[src/rtl/relu_maxpool_2x2.sv]
// ReLU + requantize + 2x2 stride-2 max pooling on the serial convolution stream.
// One half-row line buffer carries the horizontal maxima of each even row.
//
// state | meaning
// IDLE  | waiting for start_signal, conv inputs ignored
// RUN   | consuming samples, pooling windows as they complete
// DONE  | one-cycle end-of-frame pulse (normal or aborted)
module relu_maxpool_2x2 #(
    parameter int IN_WIDTH  = 22,
    parameter int FMAP_SIZE = 30,
    parameter int SHIFT     = 4,
    parameter int OUT_WIDTH = 8
) (
    input  logic                       clk,
    input  logic                       rst,
    input  logic                       start_signal,
    input  logic signed [IN_WIDTH-1:0] conv_in,
    input  logic                       conv_valid,
    input  logic                       conv_done,
    output logic [OUT_WIDTH-1:0]       pool_out,
    output logic                       pool_valid,
    output logic                       done_signal,
    output logic                       frame_err
);

    localparam int CW   = $clog2(FMAP_SIZE);
    localparam int HALF = FMAP_SIZE / 2;
    localparam logic [CW-1:0]        LAST_IDX = CW'(FMAP_SIZE - 1);
    localparam logic [OUT_WIDTH-1:0] Q_MAX    = '1;

    typedef enum logic [1:0] {IDLE, RUN, DONE} state_t;

    state_t state, state_nxt;

    logic [CW-1:0]        col, row;
    logic [OUT_WIDTH-1:0] hmax;
    logic [OUT_WIDTH-1:0] linebuf [HALF];

    logic signed [IN_WIDTH-1:0] shifted;
    logic [OUT_WIDTH-1:0]       q, h_q, lb_rd, win_max;
    logic                       accept, last_acc, abort;

    assign shifted = conv_in >>> SHIFT;

    always_comb begin
        q = shifted[OUT_WIDTH-1:0];
        if (conv_in[IN_WIDTH-1])
            q = '0;
        else if ($unsigned(shifted) > IN_WIDTH'(Q_MAX))
            q = Q_MAX;
    end

    assign accept   = (state == RUN) && conv_valid;
    assign last_acc = accept && (row == LAST_IDX) && (col == LAST_IDX);
    // A conv_done arriving together with the final sample is a normal end.
    assign abort    = (state == RUN) && conv_done && !last_acc;

    assign h_q     = (q > hmax) ? q : hmax;
    assign lb_rd   = linebuf[col[CW-1:1]];
    assign win_max = (lb_rd > h_q) ? lb_rd : h_q;

    always_comb begin
        state_nxt = state;
        case (state)
            IDLE:    if (start_signal) state_nxt = RUN;
            RUN:     if (last_acc || abort) state_nxt = DONE;
            DONE:    state_nxt = IDLE;
            default: state_nxt = IDLE;
        endcase
    end

    always_ff @(posedge clk or negedge rst) begin
        if (!rst) state <= IDLE;
        else      state <= state_nxt;
    end

    assign done_signal = (state == DONE);

    always_ff @(posedge clk or negedge rst) begin
        if (!rst) begin
            col        <= '0;
            row        <= '0;
            hmax       <= '0;
            pool_out   <= '0;
            pool_valid <= 1'b0;
            frame_err  <= 1'b0;
            for (int i = 0; i < HALF; i++) linebuf[i] <= '0;
        end else begin
            pool_valid <= 1'b0;
            if ((state == IDLE) && start_signal) begin
                col       <= '0;
                row       <= '0;
                frame_err <= 1'b0;
            end
            if (abort) frame_err <= 1'b1;
            if (accept) begin
                if (col == LAST_IDX) begin
                    col <= '0;
                    row <= row + CW'(1);
                end else begin
                    col <= col + CW'(1);
                end
                if (!col[0]) begin
                    hmax <= q;
                end else if (!row[0]) begin
                    linebuf[col[CW-1:1]] <= h_q;
                end else begin
                    pool_out   <= win_max;
                    pool_valid <= 1'b1;
                end
            end
        end
    end

endmodule

[config.mk]
export PLATFORM = sky130hd
export DESIGN_NAME = relu_maxpool_2x2
export DESIGN_NICKNAME = d
export VERILOG_FILES = /design/src/rtl/relu_maxpool_2x2.sv
export SDC_FILE = /design/constraint.sdc
export NUM_CORES = 1
export LEC_CHECK = 0
export BUFFER_PORTS_ARGS = -buffer_cell sky130_fd_sc_hd__buf_2
export CAP_MARGIN = 20
export CORE_ASPECT_RATIO = 1.5
export CORE_MARGIN = 2
export CORE_UTILIZATION = 65
export CTS_CLUSTER_SIZE = 12
export DETAILED_ROUTE_END_ITERATION = 6
export GPL_TIMING_DRIVEN = 0
export PLACE_DENSITY = 0.82
export REMOVE_ABC_BUFFERS = 1
export SETUP_SLACK_MARGIN = 0.3
export SLEW_MARGIN = 20
export SYNTH_ARGS = -nofsm -noshare
export SYNTH_HDL_FRONTEND = slang
export SYNTH_SLANG_ARGS = --single-unit
[constraint.sdc]
create_clock -name clk -period 8.5 [get_ports clk]
set_input_delay 0.425 -clock clk [delete_from_list [all_inputs] [get_ports clk]]
set_output_delay 0.425 -clock clk [all_outputs]
set_load 0.01 [all_outputs]
# Word level (Yosys, flattened, before mapping)

Cells that the tools add are included.

Input bits: 27
Bits in registers: 150
Word-level logic and storage cells: 78
Output and inout port bits: 11

Reduce and logical (&&, ||, !) cells: 16
Bitwise operators: 3
Order comparisons: 5
Add/subtract/negate cells: 2
Muxes and demuxes: 24
Eq/ne operators: 6

Operator list:

| operator            | number |
|---|---|
| $bwmux 120          | 1 |
| $mux 8              | 7 |
| $bmux 8 s4          | 1 |
| $demux 8 s4         | 1 |
| $mux 5              | 6 |
| $gt 22x8->1 const B | 1 |
| $gt 8x8->1          | 2 |
| $add 5x1->5 const B | 2 |
| $eq 5x5->1 const B  | 2 |
| $logic_and 1x1->1   | 7 |
| $reduce_and 3->1    | 2 |
| $ge 5x5->1 const B  | 1 |
| $lt 5x1->1 const B  | 1 |
| $mux 1              | 5 |
| $not 4->5           | 1 |
| $mux 2              | 2 |
| $pmux 2 s2          | 1 |
| $reduce_and 2->1    | 2 |
| $reduce_bool 2->1   | 2 |
| $eq 2x1->1 const B  | 1 |
| $eq 2x2->1 const B  | 1 |
| $logic_not 2->1     | 1 |
| $ne 2x1->1 const B  | 1 |
| $ne 2x2->1 const B  | 1 |
| other kinds (3)     | 4 |

# Longest topological paths before layout

Gate-level depths: netlist of the first run.

Depth after elaboration: 9
Mapped depth: 21
Depth with buffers taken out: 19

# Least setup slack after synthesis of the first run

OpenSTA, ideal clock, no wires.

Path kind: in2reg
From: input conv_in[21]
To: register pool_out[1]
Cell stages on the path: 19
Required time: 8.358 ns
Data arrival time: 4.212 ns
Path slack: 4.146 ns
Cells stage by stage: buf_2 -> nor4_2 -> nand3_2 -> nor2_1 -> nor2_1 -> ha_1 -> nor2b_1 -> o211ai_1 -> a21oi_1 -> o22ai_4 -> mux2i_1 -> buf_4 -> ha_1 -> nor2b_1 -> o211ai_1 -> a21oi_1 -> o311ai_1 -> a2bb2oi_1 -> o21ai_0

Word-level cells in the longest chain between the ends: 7

RTL lines:

| item                 | line | source |
|---|---|---|
| from (decl)          | 17   | `input logic signed [IN_WIDTH-1:0] conv_in,` |
| $gt 22x8->1          | 49   | `else if ($unsigned(shifted) > IN_WIDTH'(Q_MAX))` |
| $mux 8               | 49   |  |
| $mux 8 *             | 47   | `if (conv_in[IN_WIDTH-1])` |
| named net q[1]       | 40   | `logic [OUT_WIDTH-1:0] q, h_q, lb_rd, win_max;` |
| $gt 8x8->1           | 58   | `assign h_q = (q > hmax) ? q : hmax;` |
| $mux 8 *             | 58   |  |
| $gt 8x8->1           | 60   | `assign win_max = (lb_rd > h_q) ? lb_rd : h_q;` |
| $mux 8 *             | 60   |  |
| to (signal assigned) | 108  | `pool_out <= win_max;` |
| to (decl)            | 20   | `output logic [OUT_WIDTH-1:0] pool_out,` |

Mark *: on every way through the listed nets, which the timed path passes. The rest lies on a longest branch.
A chain may end at the register's enable or synchronous reset.

# Worst setup path in the final report of the first run

From: input conv_in[21]
To: register pool_out[6]

Same word-level chain as after synthesis.

==> impl_metrics.prom, run 1 <==
# TYPE chip_impl_metric gauge
chip_impl_info{name="result_of_the_run",value="completed"} 1
chip_impl_metric{name="drtAntennaViolNets",unit=""} 0
chip_impl_metric{name="detail_route.iter0.violations",unit=""} 525
chip_impl_metric{name="number_of_port_buffers",unit=""} 33
chip_impl_metric{name="crit_path_max_incr_delay",unit="ns"} 0.99
chip_impl_metric{name="reg2reg_setup_slack",unit="ns"} 4.07
chip_impl_metric{name="pre_cts_ws",unit="ns"} 3.17
chip_impl_metric{name="finalWorstSetupSlack",unit="ns"} 3.62
chip_impl_metric{name="wirelength",unit="um"} 16800
chip_impl_metric{name="grt_util_all_layers",unit="%"} 29.6
chip_impl_metric{name="whs_path_depth",unit=""} 3
chip_impl_metric{name="placed_area",unit="um2"} 7550
chip_impl_metric{name="boundaryPins",unit=""} 38
chip_impl_metric{name="timing.final.hold_violations",unit=""} 0
chip_impl_metric{name="ys_seq_area_share",unit="%"} 51.4
chip_impl_info{name="timing.hold.worst.class",value="input pin to register"} 1
chip_impl_metric{name="placeableCoreArea",unit="um2"} 11000
chip_impl_metric{name="register_bit_count_reported_by_yosys",unit=""} 150
chip_impl_info{name="root_buffer",value="sky130_fd_sc_hd__clkbuf_16"} 1
chip_impl_metric{name="vias_per_cell",unit=""} 6.25
chip_impl_metric{name="clk_latency",unit="ns"} 0.42
chip_impl_metric{name="synthesis.area",unit="um2"} 7300
chip_impl_info{name="synth_top_cells_by_count",value="sky130_fd_sc_hd__dfrtp_1, sky130_fd_sc_hd__nor2_1, sky130_fd_sc_hd__a21oi_1, sky130_fd_sc_hd__nand2_1, sky130_fd_sc_hd__o21ai_0"} 1
chip_impl_info{name="worstHoldStart",value="start_signal"} 1
chip_impl_metric{name="depth_of_the_cts_h_tree",unit=""} 4
chip_impl_metric{name="grt_first_pass_wirelength",unit="um"} 27400
chip_impl_info{name="yosys.cell_count.top_type",value="sky130_fd_sc_hd__dfrtp_1"} 1
chip_impl_metric{name="detail_route.wl_per_cell",unit="um"} 18.9
chip_impl_metric{name="clk_pin_slew",unit="ns"} 0.06
chip_impl_info{name="regToRegEndpoint",value="pool_out[6]$_DFFE_PN0P_"} 1
chip_impl_metric{name="cts-root-to-sink-buffers",unit=""} 2
chip_impl_metric{name="synth.lib_cells_used.distinct",unit=""} 46
chip_impl_metric{name="num-nets-final",unit=""} 779
chip_impl_metric{name="tightestPinTransition",unit="ns"} 1.13
chip_impl_metric{name="maxCapViolations",unit=""} 0
chip_impl_info{name="min_to",value="state[0]$_DFFE_PN0P_"} 1
chip_impl_metric{name="setup-tns-final",unit="ns"} 0
chip_impl_metric{name="cts.repair.resized",unit=""} 0
chip_impl_metric{name="post_synth_inst_count",unit=""} 713
chip_impl_metric{name="worstPathRequired",unit="ns"} 8.76
chip_impl_info{name="synth_top_area_cell",value="sky130_fd_sc_hd__dfrtp_1"} 1
chip_impl_info{name="synth_area_leaders",value="sky130_fd_sc_hd__dfrtp_1, sky130_fd_sc_hd__a21oi_1, sky130_fd_sc_hd__nor2_1"} 1
chip_impl_metric{name="max_freq",unit="MHz"} 205
chip_impl_metric{name="first_global_vias",unit=""} 5601
chip_impl_metric{name="tritoncts.num_buffers",unit=""} 17
chip_impl_metric{name="die-height",unit="um"} 134
chip_impl_metric{name="drcViolationCount",unit=""} 0
chip_impl_metric{name="antenna_found_initial",unit=""} 0
chip_impl_metric{name="reg2regPathDepth",unit=""} 13
chip_impl_info{name="startpoint_type",value="input pin"} 1
chip_impl_metric{name="post-route-period-util",unit="%"} 57.4
chip_impl_info{name="cp_most_frequent_cell",value="sky130_fd_sc_hd__nor2_1"} 1
chip_impl_info{name="tritoncts",value="built"} 1
chip_impl_metric{name="average_size_of_a_mapped_cell",unit="um2"} 10.2
chip_impl_metric{name="cts_setup_buffers",unit=""} 0
chip_impl_metric{name="die_area",unit="um2"} 12100
chip_impl_metric{name="max-slew-margin-rel",unit="%"} 23.3
chip_impl_info{name="r2r_start",value="hmax[1]$_DFFE_PN0P_"} 1
chip_impl_info{name="crit_type",value="input pin to register"} 1
chip_impl_metric{name="final_core_utilization",unit="%"} 73.8
chip_impl_metric{name="maximum_number_of_pins_on_one_net_before_global_route_repair",unit=""} 107
chip_impl_metric{name="p_leak",unit="nW"} 3.71
chip_impl_metric{name="tritoncts_num_sinks",unit=""} 150
chip_impl_metric{name="finClkSkew",unit="ns"} 0.00741
chip_impl_metric{name="timing.critical_path.fanout_max",unit=""} 17
chip_impl_metric{name="syn_to_final_growth",unit="%"} 11.1
chip_impl_info{name="critical_path.cell_chain",value="buf_2 -> nor4_2 -> nand3_2 -> nor2_1 -> nor2_1 -> ha_1 -> a21oi_1 -> o21ai_0 -> o22ai_4 -> mux2i_2 -> ha_1 -> o21ai_0 -> nor2_1 -> o311ai_1 -> nand2b_1 -> o211ai_1"} 1
chip_impl_metric{name="worst_hold_slack",unit="ns"} 0.270
chip_impl_metric{name="power-per-cell-area",unit="nW/um2"} 276
chip_impl_metric{name="async_reset_ff_share",unit="%"} 100
chip_impl_metric{name="detailedRoute.firstPassIterationCount",unit=""} 5
chip_impl_metric{name="placer_congestion",unit=""} 0.867
chip_impl_metric{name="number_of_pins_exceeding_their_max_slew_limit_in_the_final_report",unit=""} 0
chip_impl_metric{name="arrival",unit="ns"} 5.14
chip_impl_metric{name="post_route_cells_drive_above_1_share",unit="%"} 17.1
chip_impl_metric{name="synthDominantCellAreaShare",unit="%"} 51.4
chip_impl_metric{name="post_detail_place_hpwl",unit="um"} 11100
chip_impl_info{name="worst_path_max_delay_cell",value="sky130_fd_sc_hd__mux2i_2"} 1
chip_impl_metric{name="fin_crit",unit="ns"} 4.88
chip_impl_metric{name="filler_cell_count",unit=""} 721
chip_impl_info{name="timing.critical_path.to_type",value="register"} 1
chip_impl_metric{name="grt_overflow_total",unit=""} 0
chip_impl_metric{name="ir_drop",unit="mV"} 0.188
chip_impl_metric{name="dr_total_vias",unit=""} 5565
chip_impl_metric{name="die-width",unit="um"} 90.5
chip_impl_metric{name="ys_warn_count",unit=""} 0
chip_impl_metric{name="initial_core_util",unit="%"} 66.4
chip_impl_info{name="commonest_register_cell_after_synthesis",value="sky130_fd_sc_hd__dfrtp_1"} 1
chip_impl_metric{name="diode_insertion_count_for_antenna_repair",unit=""} 0
chip_impl_metric{name="finalInstanceArea",unit="um2"} 8110
chip_impl_metric{name="synth_enable_flop_cells",unit=""} 0
chip_impl_metric{name="fp-row-count",unit=""} 47
chip_impl_metric{name="cts_hold_repair.buffers",unit=""} 1
chip_impl_metric{name="setup_violations",unit=""} 0
chip_impl_info{name="setup_repair_after_global_routing_missed_its_margin",value="false"} 1
==> worst max-delay path by stage <==
stage | from | endpoint | slack (ns)
2_1_floorplan | conv_in[17] | pool_out[1]$_DFFE_PN0P_ | 4.01
3_3_place_gp | conv_in[21] | pool_out[2]$_DFFE_PN0P_ | 2.99
3_5_place_dp | conv_in[21] | pool_out[6]$_DFFE_PN0P_ | 3.17
4_1_cts | conv_in[21] | pool_out[6]$_DFFE_PN0P_ | 3.60
5_1_grt | conv_in[21] | pool_out[6]$_DFFE_PN0P_ | 3.22
6_report | conv_in[21] | pool_out[6]$_DFFE_PN0P_ | 3.62
==> cells in the final DEF, fill, tap and decap left out, drive strengths merged, types with 2 or more instances in the layout <==
| master | netlist | layout |
|---|---|---|
| ha | 20 | 20 |
| buf | 34 | 42 |
| a2bb2oi | 3 | 3 |
| nand2b | 7 | 7 |
| clkinvlp | 0 | 3 |
| a22oi | 2 | 2 |
| o21ai | 44 | 44 |
| o211ai | 9 | 9 |
| inv | 17 | 17 |
| or3 | 2 | 2 |
| a21oi | 114 | 114 |
| o221ai | 3 | 3 |
| dfrtp | 150 | 150 |
| xor2 | 4 | 4 |
| mux4 | 22 | 22 |
| nand4 | 7 | 7 |
| nor4 | 2 | 2 |
| a31o | 2 | 2 |
| nor2b | 6 | 6 |
| nand3b | 4 | 4 |
| nor3 | 4 | 4 |
| or2 | 5 | 5 |
| clkinv | 0 | 5 |
| clkbuf | 9 | 21 |
| nand3 | 5 | 5 |
| nor2 | 141 | 141 |
| a31oi | 4 | 4 |
| o31ai | 2 | 2 |
| mux2i | 21 | 21 |
| nand2 | 56 | 56 |
| a22o | 8 | 8 |
==> metrics by stage <==
step	total power [W]	instances
after global placement	0.00145	850
after global routing	0.00235	890
after detailed placement	0.00154	859
final	0.00224	890
after floorplan	0.00128	670
after CTS	0.00223	890
==> sequential cells by signal, indices dropped and copies added (netlist names) <==
name        cells
row             5
hmax            8
frame_err       1
pool_out        8
pool_valid      1
col             5
state           2
linebuf       120
==> area by class of cell <==
cell class | count | area, um2 | area share (%)
clock buffers | 21 | 460 | 5.68
clock inverters | 9 | 81.3 | 1.00
inverters | 17 | 63.8 | 0.787
multi-input cells | 503 | 3260 | 40.2
flip-flops and latches | 150 | 3760 | 46.3
well taps | 147 | 184 | 2.27
repair buffers | 43 | 305 | 3.76
==> logic make-up after synthesis <==
kind of cell	Yosys count	synth area share, %
AND/OR/NAND/NOR	241	15.4
buffers and inverters	60	4.32
XOR/XNOR	4	0.480
AO/OA/AOI/OAI	194	15.0
multiplexers	44	9.93
adder cells (fa/ha/maj)	20	3.43
flip-flops	150	51.4
==> per-layer routing <==
layer	GRT usage (%)	up-vias	wire length, um
met5	0	-	0
met4	14.9	0	752
met3	6.85	53	968
met2	49.8	224	8780
met1	36.0	2764	6290
li1	-	2524	-
==> worst max-delay path, delay by kind of cell <==
kind / cells / cell delay (ns)
fa+ha+maj: 2 / 0.72
simple gates: 6 / 1.02
mux: 1 / 0.99
buf+inv: 1 / 0.15
compound gates: 6 / 1.82
==> power breakdown <==
part | internal, W | switching, W | total, W | leakage (nW)
sequential | 0.000782 | 0.0000629 | 0.000844 | 2.05
clock | 0.000412 | 0.000280 | 0.000692 | 0.261
combinational | 0.000281 | 0.000424 | 0.000706 | 1.40
total | 0.00147 | 0.000767 | 0.00224 | 3.71
No activity file was read; power rests on OpenSTA's default activity.
==> inputs of run 2 (changes only) <==
Settings changed: CORE_UTILIZATION 65 to 55, PLACE_DENSITY 0.82 to 0.74.
Clock period 8.5 ns to 4 ns, I/O delays scaled along.
==> run 2 against run 1 <==
Effect of this change: worst hold slack lost 0.21 ns; largest cell class unchanged; critical endpoint is now pool_out[1]$_DFFE_PN0P_; die area up 17%; sequential share of layout area decreased by 2.0 points; worst setup slack got worse by 3.1 ns.
==> impl_metrics.prom, run 2 (synthesis gave the netlist of run 1 again) <==
# TYPE chip_impl_metric gauge
chip_impl_metric{name="clock_power_share",unit="%"} 31.2
chip_impl_info{name="setup_repair_after_global_routing_missed_its_margin",value="false"} 1
chip_impl_metric{name="power-per-cell-area",unit="nW/um2"} 618
chip_impl_metric{name="detail_route.wl_per_cell",unit="um"} 18.8
chip_impl_metric{name="sequentialPowerShare",unit="%"} 34.1
chip_impl_metric{name="multi_input_comb_area",unit="um2"} 3390
chip_impl_metric{name="largest_register_ff_count",unit=""} 120
chip_impl_metric{name="initial_core_util",unit="%"} 56.3
chip_impl_info{name="startpoint_type",value="input pin"} 1
chip_impl_metric{name="maximum_number_of_pins_on_one_net_before_global_route_repair",unit=""} 93
chip_impl_metric{name="number_of_port_buffers",unit=""} 33
chip_impl_info{name="crit_type",value="input pin to register"} 1
chip_impl_metric{name="diode_insertion_count_for_antenna_repair",unit=""} 0
chip_impl_metric{name="clk_pin_slew",unit="ns"} 0.06
chip_impl_metric{name="post-route-period-util",unit="%"} 87.9
chip_impl_metric{name="switching_share",unit="%"} 34.1
chip_impl_metric{name="grt_util_all_layers",unit="%"} 25.5
chip_impl_metric{name="finClkSkew",unit="ns"} 0.00917
chip_impl_metric{name="max_freq",unit="MHz"} 284
chip_impl_info{name="biggestRegsByFlops",value="linebuf x120, hmax x8, pool_out x8"} 1
chip_impl_metric{name="drtAntennaViolNets",unit=""} 0
chip_impl_metric{name="clk_latency",unit="ns"} 0.42
chip_impl_metric{name="num-nets-final",unit=""} 797
chip_impl_metric{name="finalInstanceArea",unit="um2"} 8480
chip_impl_metric{name="pre_cts_ws",unit="ns"} -1.15
chip_impl_metric{name="timing.final.hold_violations",unit=""} 0
chip_impl_metric{name="syn_to_final_growth",unit="%"} 16.2
chip_impl_info{name="result_of_the_run",value="completed"} 1
chip_impl_metric{name="placeableCoreArea",unit="um2"} 13000
chip_impl_metric{name="total_switching_power",unit="W"} 0.00179
chip_impl_metric{name="worstPathRequired",unit="ns"} 4.30
chip_impl_metric{name="first_global_vias",unit=""} 5646
chip_impl_metric{name="p_comb_share",unit="%"} 34.7
chip_impl_metric{name="reg2reg_setup_slack",unit="ns"} 0.54
chip_impl_metric{name="boundaryPins",unit=""} 38
chip_impl_metric{name="reg2regPathDepth",unit=""} 13
chip_impl_metric{name="p_leak",unit="nW"} 3.85
chip_impl_metric{name="setup_violations",unit=""} 0
chip_impl_metric{name="antenna_found_initial",unit=""} 0
chip_impl_info{name="layout.cells.most_common_list",value="sky130_fd_sc_hd__dfrtp_1, sky130_fd_sc_hd__nor2_1, sky130_fd_sc_hd__a21oi_1"} 1
chip_impl_metric{name="grt_overflow_total",unit=""} 0
chip_impl_info{name="layout_commonest_cell",value="sky130_fd_sc_hd__dfrtp_1"} 1
chip_impl_info{name="root_buffer",value="sky130_fd_sc_hd__clkbuf_16"} 1
chip_impl_metric{name="intPower",unit="W"} 0.00345
chip_impl_metric{name="fp-row-count",unit=""} 51
chip_impl_metric{name="grt_first_pass_wirelength",unit="um"} 28300
chip_impl_metric{name="tritoncts_num_sinks",unit=""} 150
chip_impl_metric{name="drcViolationCount",unit=""} 0
chip_impl_metric{name="detailedRoute.firstPassIterationCount",unit=""} 5
chip_impl_info{name="tritoncts",value="built"} 1
chip_impl_info{name="r2r_start",value="col[2]$_DFFE_PN0P_"} 1
chip_impl_metric{name="fin_crit",unit="ns"} 3.52
chip_impl_metric{name="depth_of_the_cts_h_tree",unit=""} 4
chip_impl_info{name="timing.critical_path.to_type",value="register"} 1
chip_impl_info{name="min_to",value="state[0]$_DFFE_PN0P_"} 1
chip_impl_info{name="largest_register_by_flop_count",value="linebuf"} 1
chip_impl_metric{name="dr_total_vias",unit=""} 5546
chip_impl_metric{name="wirelength",unit="um"} 17300
chip_impl_metric{name="tightestPinTransition",unit="ns"} 1.08
chip_impl_metric{name="whs_path_depth",unit=""} 3
chip_impl_metric{name="fin_total_pwr",unit="W"} 0.00524
chip_impl_metric{name="placer_congestion",unit=""} 0.837
chip_impl_metric{name="die_area",unit="um2"} 14200
chip_impl_metric{name="arrival",unit="ns"} 3.81
chip_impl_metric{name="detail_route.iter0.violations",unit=""} 322
chip_impl_metric{name="layout.area.seq",unit="um2"} 3760
chip_impl_metric{name="final_core_utilization",unit="%"} 65.5
chip_impl_info{name="timing.hold.worst.class",value="input pin to register"} 1
chip_impl_metric{name="finalWorstSetupSlack",unit="ns"} 0.484
chip_impl_metric{name="post_route_cells_drive_above_1_share",unit="%"} 20.7
chip_impl_metric{name="die-width",unit="um"} 98.1
chip_impl_info{name="worstHoldStart",value="start_signal"} 1
chip_impl_metric{name="maxCapViolations",unit=""} 0
chip_impl_metric{name="die-height",unit="um"} 145
chip_impl_info{name="regToRegEndpoint",value="pool_out[1]$_DFFE_PN0P_"} 1
chip_impl_metric{name="ir_drop",unit="mV"} 0.355
chip_impl_metric{name="vias_per_cell",unit=""} 6.02
chip_impl_metric{name="max-slew-margin-rel",unit="%"} 27.4
chip_impl_metric{name="number_of_pins_exceeding_their_max_slew_limit_in_the_final_report",unit=""} 0
chip_impl_metric{name="placed_area",unit="um2"} 7570
chip_impl_metric{name="tritoncts.num_buffers",unit=""} 17
chip_impl_metric{name="filler_cell_count",unit=""} 971
chip_impl_metric{name="timing.critical_path.fanout_max",unit=""} 8
chip_impl_metric{name="cts-root-to-sink-buffers",unit=""} 2
chip_impl_metric{name="post_detail_place_hpwl",unit="um"} 11100
run 2: cell types whose count changed in the layout (fill, tap and decap cells not counted), moves of 3 or more:
cell and change:
sky130_fd_sc_hd__buf_4 +13, sky130_fd_sc_hd__mux2i_2 -7, sky130_fd_sc_hd__mux2i_4 +7, sky130_fd_sc_hd__buf_6 +4
sky130_fd_sc_hd__a21oi_1 -3, sky130_fd_sc_hd__a21oi_2 +3
run 2: per-stage QoR:
step	hold WS, ns	TNS, ns	cells
finish	0.0564	0	922
global route	0.0493	0	922
CTS	0.0470	0	913
detailed placement	0.161	-8.85	869
global placement	0.458	-10.79	862
floorplan	-0.0956	-1.98	670
run 2: layer usage:
| layer | vias up | GRT usage [%] | wire length [um] |
|---|---|---|---|
| met5 | - | 0 | 0 |
| met1 | 2723 | 30.5 | 6670 |
| met3 | 45 | 5.83 | 902 |
| met4 | 0 | 11.3 | 743 |
| met2 | 214 | 43.6 | 8990 |
| li1 | 2564 | - | - |
run 2: worst max path at each step:
stage / slack (ns) / cells after the start / start / endpoint
finish: 0.48 / 19 / conv_in[16] / pool_out[1]$_DFFE_PN0P_
floorplan: -0.27 / 17 / conv_in[17] / pool_out[1]$_DFFE_PN0P_
global placement: -1.37 / 17 / conv_in[21] / pool_out[4]$_DFFE_PN0P_
global route: 0.19 / 20 / conv_in[16] / pool_out[4]$_DFFE_PN0P_
detailed placement: -1.15 / 16 / conv_in[17] / pool_out[1]$_DFFE_PN0P_
CTS: 0.31 / 20 / conv_in[21] / pool_out[1]$_DFFE_PN0P_
run 2: area by class of cell:
class | instances | share of cell area [%]
clock inverters | 13 | 1.80
flip-flops and latches | 150 | 44.3
well taps | 159 | 2.35
clock buffers | 19 | 5.34
multi-input cells | 503 | 40.0
repair buffers | 61 | 5.46
inverters | 17 | 0.752
run 2: worst max-delay path, stage by stage:
cell                        delay, ns
sky130_fd_sc_hd__buf_2           0.11
sky130_fd_sc_hd__nor4_4          0.33
sky130_fd_sc_hd__nand3_4         0.16
sky130_fd_sc_hd__nor2_1          0.12
sky130_fd_sc_hd__nor2_1          0.10
sky130_fd_sc_hd__ha_1            0.34
sky130_fd_sc_hd__a21oi_1         0.16
sky130_fd_sc_hd__o21ai_1         0.13
sky130_fd_sc_hd__o22ai_4         0.22
sky130_fd_sc_hd__buf_6           0.17
sky130_fd_sc_hd__mux2i_4         0.28
sky130_fd_sc_hd__ha_1            0.28
sky130_fd_sc_hd__nor2b_1         0.13
sky130_fd_sc_hd__o211ai_1        0.24
sky130_fd_sc_hd__a21oi_2         0.14
sky130_fd_sc_hd__o311ai_4        0.26
sky130_fd_sc_hd__buf_4           0.18
sky130_fd_sc_hd__a2bb2oi_1       0.15
sky130_fd_sc_hd__o21ai_0         0.11
run 2: power groups by stage:
| stage | clock network (W) | registers, W | logic (W) |
|---|---|---|---|
| after global routing | 0.00172 | 0.00180 | 0.00197 |
| after CTS | 0.00165 | 0.00180 | 0.00165 |
| after detailed placement | 0 | 0.00182 | 0.00145 |
| after floorplan | 0 | 0.00181 | 0.000914 |
| final | 0.00164 | 0.00179 | 0.00182 |
| after global placement | 0 | 0.00184 | 0.00124 |
run 2: what timing repair did:
item	4_1_cts	5_1_grt
buffers inserted	11	9
hold endpoints to repair	58	0
endpoints found under the setup margin	8	8
hold buffers	1	0
gates resized for setup	11	14
pin swaps	2	6
==> inputs of run 3 (changes only) <==
Settings changed: ABC_AREA set to 1, CORE_UTILIZATION 55 to 56, PLACE_DENSITY 0.74 to 0.75.
==> run 3 against run 2 <==
Effect of this change: worst setup slack gained 0.0053 ns; highest routed layer unchanged; critical path type unchanged; largest cell class is now multi-input combinational cells; synthesized cell count grew 55%; register-to-register slack is essentially flat; flip-flop and latch count is the same.
==> impl_metrics.prom, run 3 <==
# TYPE chip_impl_metric gauge
chip_impl_metric{name="clk_latency",unit="ns"} 0.43
chip_impl_info{name="layout.cells.most_common_list",value="sky130_fd_sc_hd__nand2_1, sky130_fd_sc_hd__dfrtp_1, sky130_fd_sc_hd__nand3_1"} 1
chip_impl_metric{name="ys_seq_area_share",unit="%"} 45.4
chip_impl_metric{name="max-slew-margin-rel",unit="%"} 39.2
chip_impl_metric{name="depth_of_the_cts_h_tree",unit=""} 4
chip_impl_metric{name="synth_enable_flop_cells",unit=""} 0
chip_impl_metric{name="timing.critical_path.fanout_max",unit=""} 9
chip_impl_metric{name="die-height",unit="um"} 153
chip_impl_info{name="setup_repair_after_global_routing_missed_its_margin",value="false"} 1
chip_impl_metric{name="detail_route.wl_per_cell",unit="um"} 17.4
chip_impl_metric{name="largest_register_ff_count",unit=""} 120
chip_impl_metric{name="grt_util_all_layers",unit="%"} 30.4
chip_impl_info{name="tritoncts",value="built"} 1
chip_impl_metric{name="post_synthesis_compound_gate_area_fraction",unit="%"} 10.4
chip_impl_info{name="layout_commonest_cell",value="sky130_fd_sc_hd__nand2_1"} 1
chip_impl_metric{name="timing.final.hold_violations",unit=""} 0
chip_impl_metric{name="maximum_number_of_pins_on_one_net_before_global_route_repair",unit=""} 77
chip_impl_metric{name="dr_total_vias",unit=""} 7457
chip_impl_metric{name="yosys.area_share.adder",unit="%"} 3.03
chip_impl_metric{name="placer_congestion",unit=""} 0.936
chip_impl_metric{name="number_of_port_buffers",unit=""} 33
chip_impl_metric{name="grt_first_pass_wirelength",unit="um"} 36200
chip_impl_metric{name="fin_total_pwr",unit="W"} 0.00657
chip_impl_metric{name="first_global_vias",unit=""} 7218
chip_impl_info{name="cp-startpoint",value="conv_in[12]"} 1
chip_impl_metric{name="syn_to_final_growth",unit="%"} 13.3
chip_impl_info{name="crit_type",value="input pin to register"} 1
chip_impl_metric{name="reg2reg_setup_slack",unit="ns"} 0.55
chip_impl_metric{name="reg2regPathDepth",unit=""} 18
chip_impl_metric{name="maxCapViolations",unit=""} 0
chip_impl_metric{name="post_detail_place_hpwl",unit="um"} 14700
chip_impl_info{name="root_buffer",value="sky130_fd_sc_hd__clkbuf_16"} 1
chip_impl_info{name="biggestRegsByFlops",value="linebuf x120, hmax x8, pool_out x8"} 1
chip_impl_metric{name="placeableCoreArea",unit="um2"} 14500
chip_impl_info{name="timing.critical_path.to_type",value="register"} 1
chip_impl_info{name="yosys.cell_count.top_type",value="sky130_fd_sc_hd__nand2_1"} 1
chip_impl_metric{name="post_route_cells_drive_above_1_share",unit="%"} 14.0
chip_impl_metric{name="die_area",unit="um2"} 15800
chip_impl_metric{name="grt_overflow_total",unit=""} 0
chip_impl_metric{name="detail_route.iter0.violations",unit=""} 650
chip_impl_metric{name="p_leak",unit="nW"} 5.08
chip_impl_metric{name="pre_cts_ws",unit="ns"} -0.858
chip_impl_metric{name="initial_core_util",unit="%"} 57.2
chip_impl_metric{name="num-nets-final",unit=""} 1173
chip_impl_info{name="largest_register_by_flop_count",value="linebuf"} 1
chip_impl_metric{name="wirelength",unit="um"} 23300
chip_impl_metric{name="antenna_found_initial",unit=""} 0
chip_impl_info{name="startpoint_type",value="input pin"} 1
chip_impl_info{name="worstHoldStart",value="conv_done"} 1
chip_impl_metric{name="layout.area.seq",unit="um2"} 3760
chip_impl_metric{name="diode_insertion_count_for_antenna_repair",unit=""} 0
chip_impl_metric{name="register_bit_count_reported_by_yosys",unit=""} 150
chip_impl_metric{name="max_freq",unit="MHz"} 285
chip_impl_metric{name="tritoncts.num_buffers",unit=""} 17
chip_impl_metric{name="detailedRoute.firstPassIterationCount",unit=""} 5
chip_impl_metric{name="muxShareOfSynthArea",unit="%"} 0
chip_impl_info{name="synth_top_cells_by_count",value="sky130_fd_sc_hd__nand2_1, sky130_fd_sc_hd__dfrtp_1, sky130_fd_sc_hd__nand3_1, sky130_fd_sc_hd__nor2_1, sky130_fd_sc_hd__a21oi_1"} 1
chip_impl_info{name="synth_top_area_cell",value="sky130_fd_sc_hd__dfrtp_1"} 1
chip_impl_info{name="timing.critical_path.to",value="pool_out[5]$_DFFE_PN0P_"} 1
chip_impl_info{name="largest_family_of_logic_cells_by_synthesized_area",value="simple AND/OR/NAND/NOR gates"} 1
chip_impl_metric{name="ys_warn_count",unit=""} 0
chip_impl_info{name="r2r_start",value="col[2]$_DFFE_PN0P_"} 1
chip_impl_metric{name="tritoncts_num_sinks",unit=""} 150
chip_impl_metric{name="die-width",unit="um"} 103
chip_impl_metric{name="yosys.area_share.xor_xnor",unit="%"} 0.106
chip_impl_metric{name="synthDominantCellAreaShare",unit="%"} 45.4
chip_impl_metric{name="finalWorstSetupSlack",unit="ns"} 0.489
chip_impl_info{name="synth_area_leaders",value="sky130_fd_sc_hd__dfrtp_1, sky130_fd_sc_hd__nand2_1, sky130_fd_sc_hd__nand3_1"} 1
chip_impl_info{name="timing.hold.worst.class",value="input pin to register"} 1
chip_impl_metric{name="vias_per_cell",unit=""} 5.59
chip_impl_metric{name="arrival",unit="ns"} 3.83
chip_impl_metric{name="ir_drop",unit="mV"} 0.502
chip_impl_metric{name="clk_pin_slew",unit="ns"} 0.07
chip_impl_metric{name="post-route-period-util",unit="%"} 87.8
chip_impl_metric{name="power-per-cell-area",unit="nW/um2"} 702
chip_impl_metric{name="number_of_pins_exceeding_their_max_slew_limit_in_the_final_report",unit=""} 0
chip_impl_metric{name="setup_violations",unit=""} 0
chip_impl_metric{name="drtAntennaViolNets",unit=""} 0
chip_impl_metric{name="synth.lib_cells_used.distinct",unit=""} 35
chip_impl_metric{name="async_reset_ff_share",unit="%"} 100
chip_impl_metric{name="synthesis.area",unit="um2"} 8260
chip_impl_metric{name="post_synth_inst_count",unit=""} 1106
chip_impl_metric{name="finClkSkew",unit="ns"} 0.0124
chip_impl_metric{name="multi_input_comb_area",unit="um2"} 4160
chip_impl_info{name="commonest_register_cell_after_synthesis",value="sky130_fd_sc_hd__dfrtp_1"} 1
chip_impl_metric{name="boundaryPins",unit=""} 38
chip_impl_metric{name="post_synth_and_or_nand_nor_area_fraction",unit="%"} 34.9
chip_impl_metric{name="fp-row-count",unit=""} 54
chip_impl_info{name="result_of_the_run",value="completed"} 1
chip_impl_metric{name="tightestPinTransition",unit="ns"} 0.909
chip_impl_info{name="regToRegEndpoint",value="pool_out[5]$_DFFE_PN0P_"} 1
chip_impl_metric{name="drcViolationCount",unit=""} 0
chip_impl_metric{name="fin_crit",unit="ns"} 3.51
chip_impl_metric{name="average_size_of_a_mapped_cell",unit="um2"} 7.47
chip_impl_metric{name="worstPathRequired",unit="ns"} 4.32
chip_impl_metric{name="cts-root-to-sink-buffers",unit=""} 2
chip_impl_metric{name="filler_cell_count",unit=""} 1278
[run 3: cell count changes after synthesis, moves of 11 or more]
cell	previous run	this run
sky130_fd_sc_hd__mux2i_1	19	0
sky130_fd_sc_hd__nor2_1	136	91
sky130_fd_sc_hd__nand3_1	4	107
sky130_fd_sc_hd__clkbuf_1	9	21
sky130_fd_sc_hd__nor2_4	5	16
sky130_fd_sc_hd__inv_1	17	57
sky130_fd_sc_hd__nand2_1	56	410
sky130_fd_sc_hd__nand2_2	0	22
sky130_fd_sc_hd__o21ai_0	44	71
sky130_fd_sc_hd__a21oi_1	112	72
sky130_fd_sc_hd__mux4_2	22	0
[run 3: power by group]
part           total (W)  internal (W)  switching (W)
clock network    0.00168      0.000947       0.000730
logic            0.00287      0.000834        0.00203
registers        0.00203       0.00180       0.000224
total            0.00657       0.00358        0.00299
[run 3: final cells by class]
class	instances	area share (%)
Clock buffer	17	4.54
Clock inverter	15	1.95
Inverter	65	2.67
Multi-Input combinational cell	845	44.4
Sequential cell	150	40.1
Tap cell	196	2.62
Timing Repair Buffer	47	3.63
[run 3: kinds of logic (layout without fill, tap and decap cells)]
| logic type | after synthesis | after routing |
|---|---|---|
| xor+xnor | 1 | 1 |
| buf+inv | 111 | 144 |
| flops | 150 | 150 |
| simple gates | 661 | 661 |
| fa+ha+maj | 20 | 20 |
| compound gates | 163 | 163 |
[run 3: worst min-delay path by stage]
stage | to | cells past startpoint
after detailed placement | hmax[5]$_DFFE_PN0P_ | 1
final | frame_err$_DFFE_PN0P_ | 3
after global placement | frame_err$_DFFE_PN0P_ | 3
after global routing | frame_err$_DFFE_PN0P_ | 3
after CTS | frame_err$_DFFE_PN0P_ | 3
after floorplan | col[0]$_DFFE_PN0P_ | 0
[run 3: routing by layer]
metal / wire length (um) / global-route usage [%] / vias up
met4: 1490 / 21.4 / 0
li1: - / - / 3598
met1: 8690 / 36.8 / 3449
met3: 1370 / 4.50 / 91
met2: 11700 / 48.6 / 319
met5: 0 / 0 / -
[run 3: worst max-delay path, cell delays in order]
cell and delay (ns):
sky130_fd_sc_hd__buf_2 0.10, sky130_fd_sc_hd__or2_2 0.31, sky130_fd_sc_hd__nor2_4 0.18, sky130_fd_sc_hd__nand3_1 0.12
sky130_fd_sc_hd__nand2_2 0.13, sky130_fd_sc_hd__inv_1 0.09, sky130_fd_sc_hd__ha_1 0.30, sky130_fd_sc_hd__nand2_1 0.07
sky130_fd_sc_hd__nor2_2 0.16, sky130_fd_sc_hd__nand2_1 0.12, sky130_fd_sc_hd__nand2_4 0.15, sky130_fd_sc_hd__nand2_8 0.09
sky130_fd_sc_hd__buf_4 0.18, sky130_fd_sc_hd__nand2_4 0.17, sky130_fd_sc_hd__nand2_8 0.14, sky130_fd_sc_hd__ha_1 0.35
sky130_fd_sc_hd__a21oi_1 0.17, sky130_fd_sc_hd__nor2_1 0.06, sky130_fd_sc_hd__nor2_1 0.18, sky130_fd_sc_hd__a21oi_4 0.10
sky130_fd_sc_hd__inv_2 0.13, sky130_fd_sc_hd__nand3_1 0.17, sky130_fd_sc_hd__nand2_1 0.12, sky130_fd_sc_hd__nand2_1 0.05
[run 3: through the flow]
stage / hold WS, ns / TNS (ns) / cell area (um2) / cells / util [%]
6_report: 0.00776 / 0 / 9370 / 1335 / 64.8
5_1_grt: 0.0428 / 0 / 9370 / 1335 / 64.8
4_1_cts: 0.0112 / 0 / 9230 / 1328 / 63.9
3_5_place_dp: 0.213 / -6.63 / 8480 / 1291 / 58.6
3_3_place_gp: 0.447 / -28.41 / 8410 / 1289 / 58.2
2_1_floorplan: -0.0956 / 0 / 8000 / 1060 / -
[run 3: what timing repair did]
action,in CTS,in global routing
endpoints found under the setup margin,8,8
hold buffers,1,0
setup buffers,4,7
resized for setup,23,15
pin swaps,1,4
hold endpoints to repair,74,0
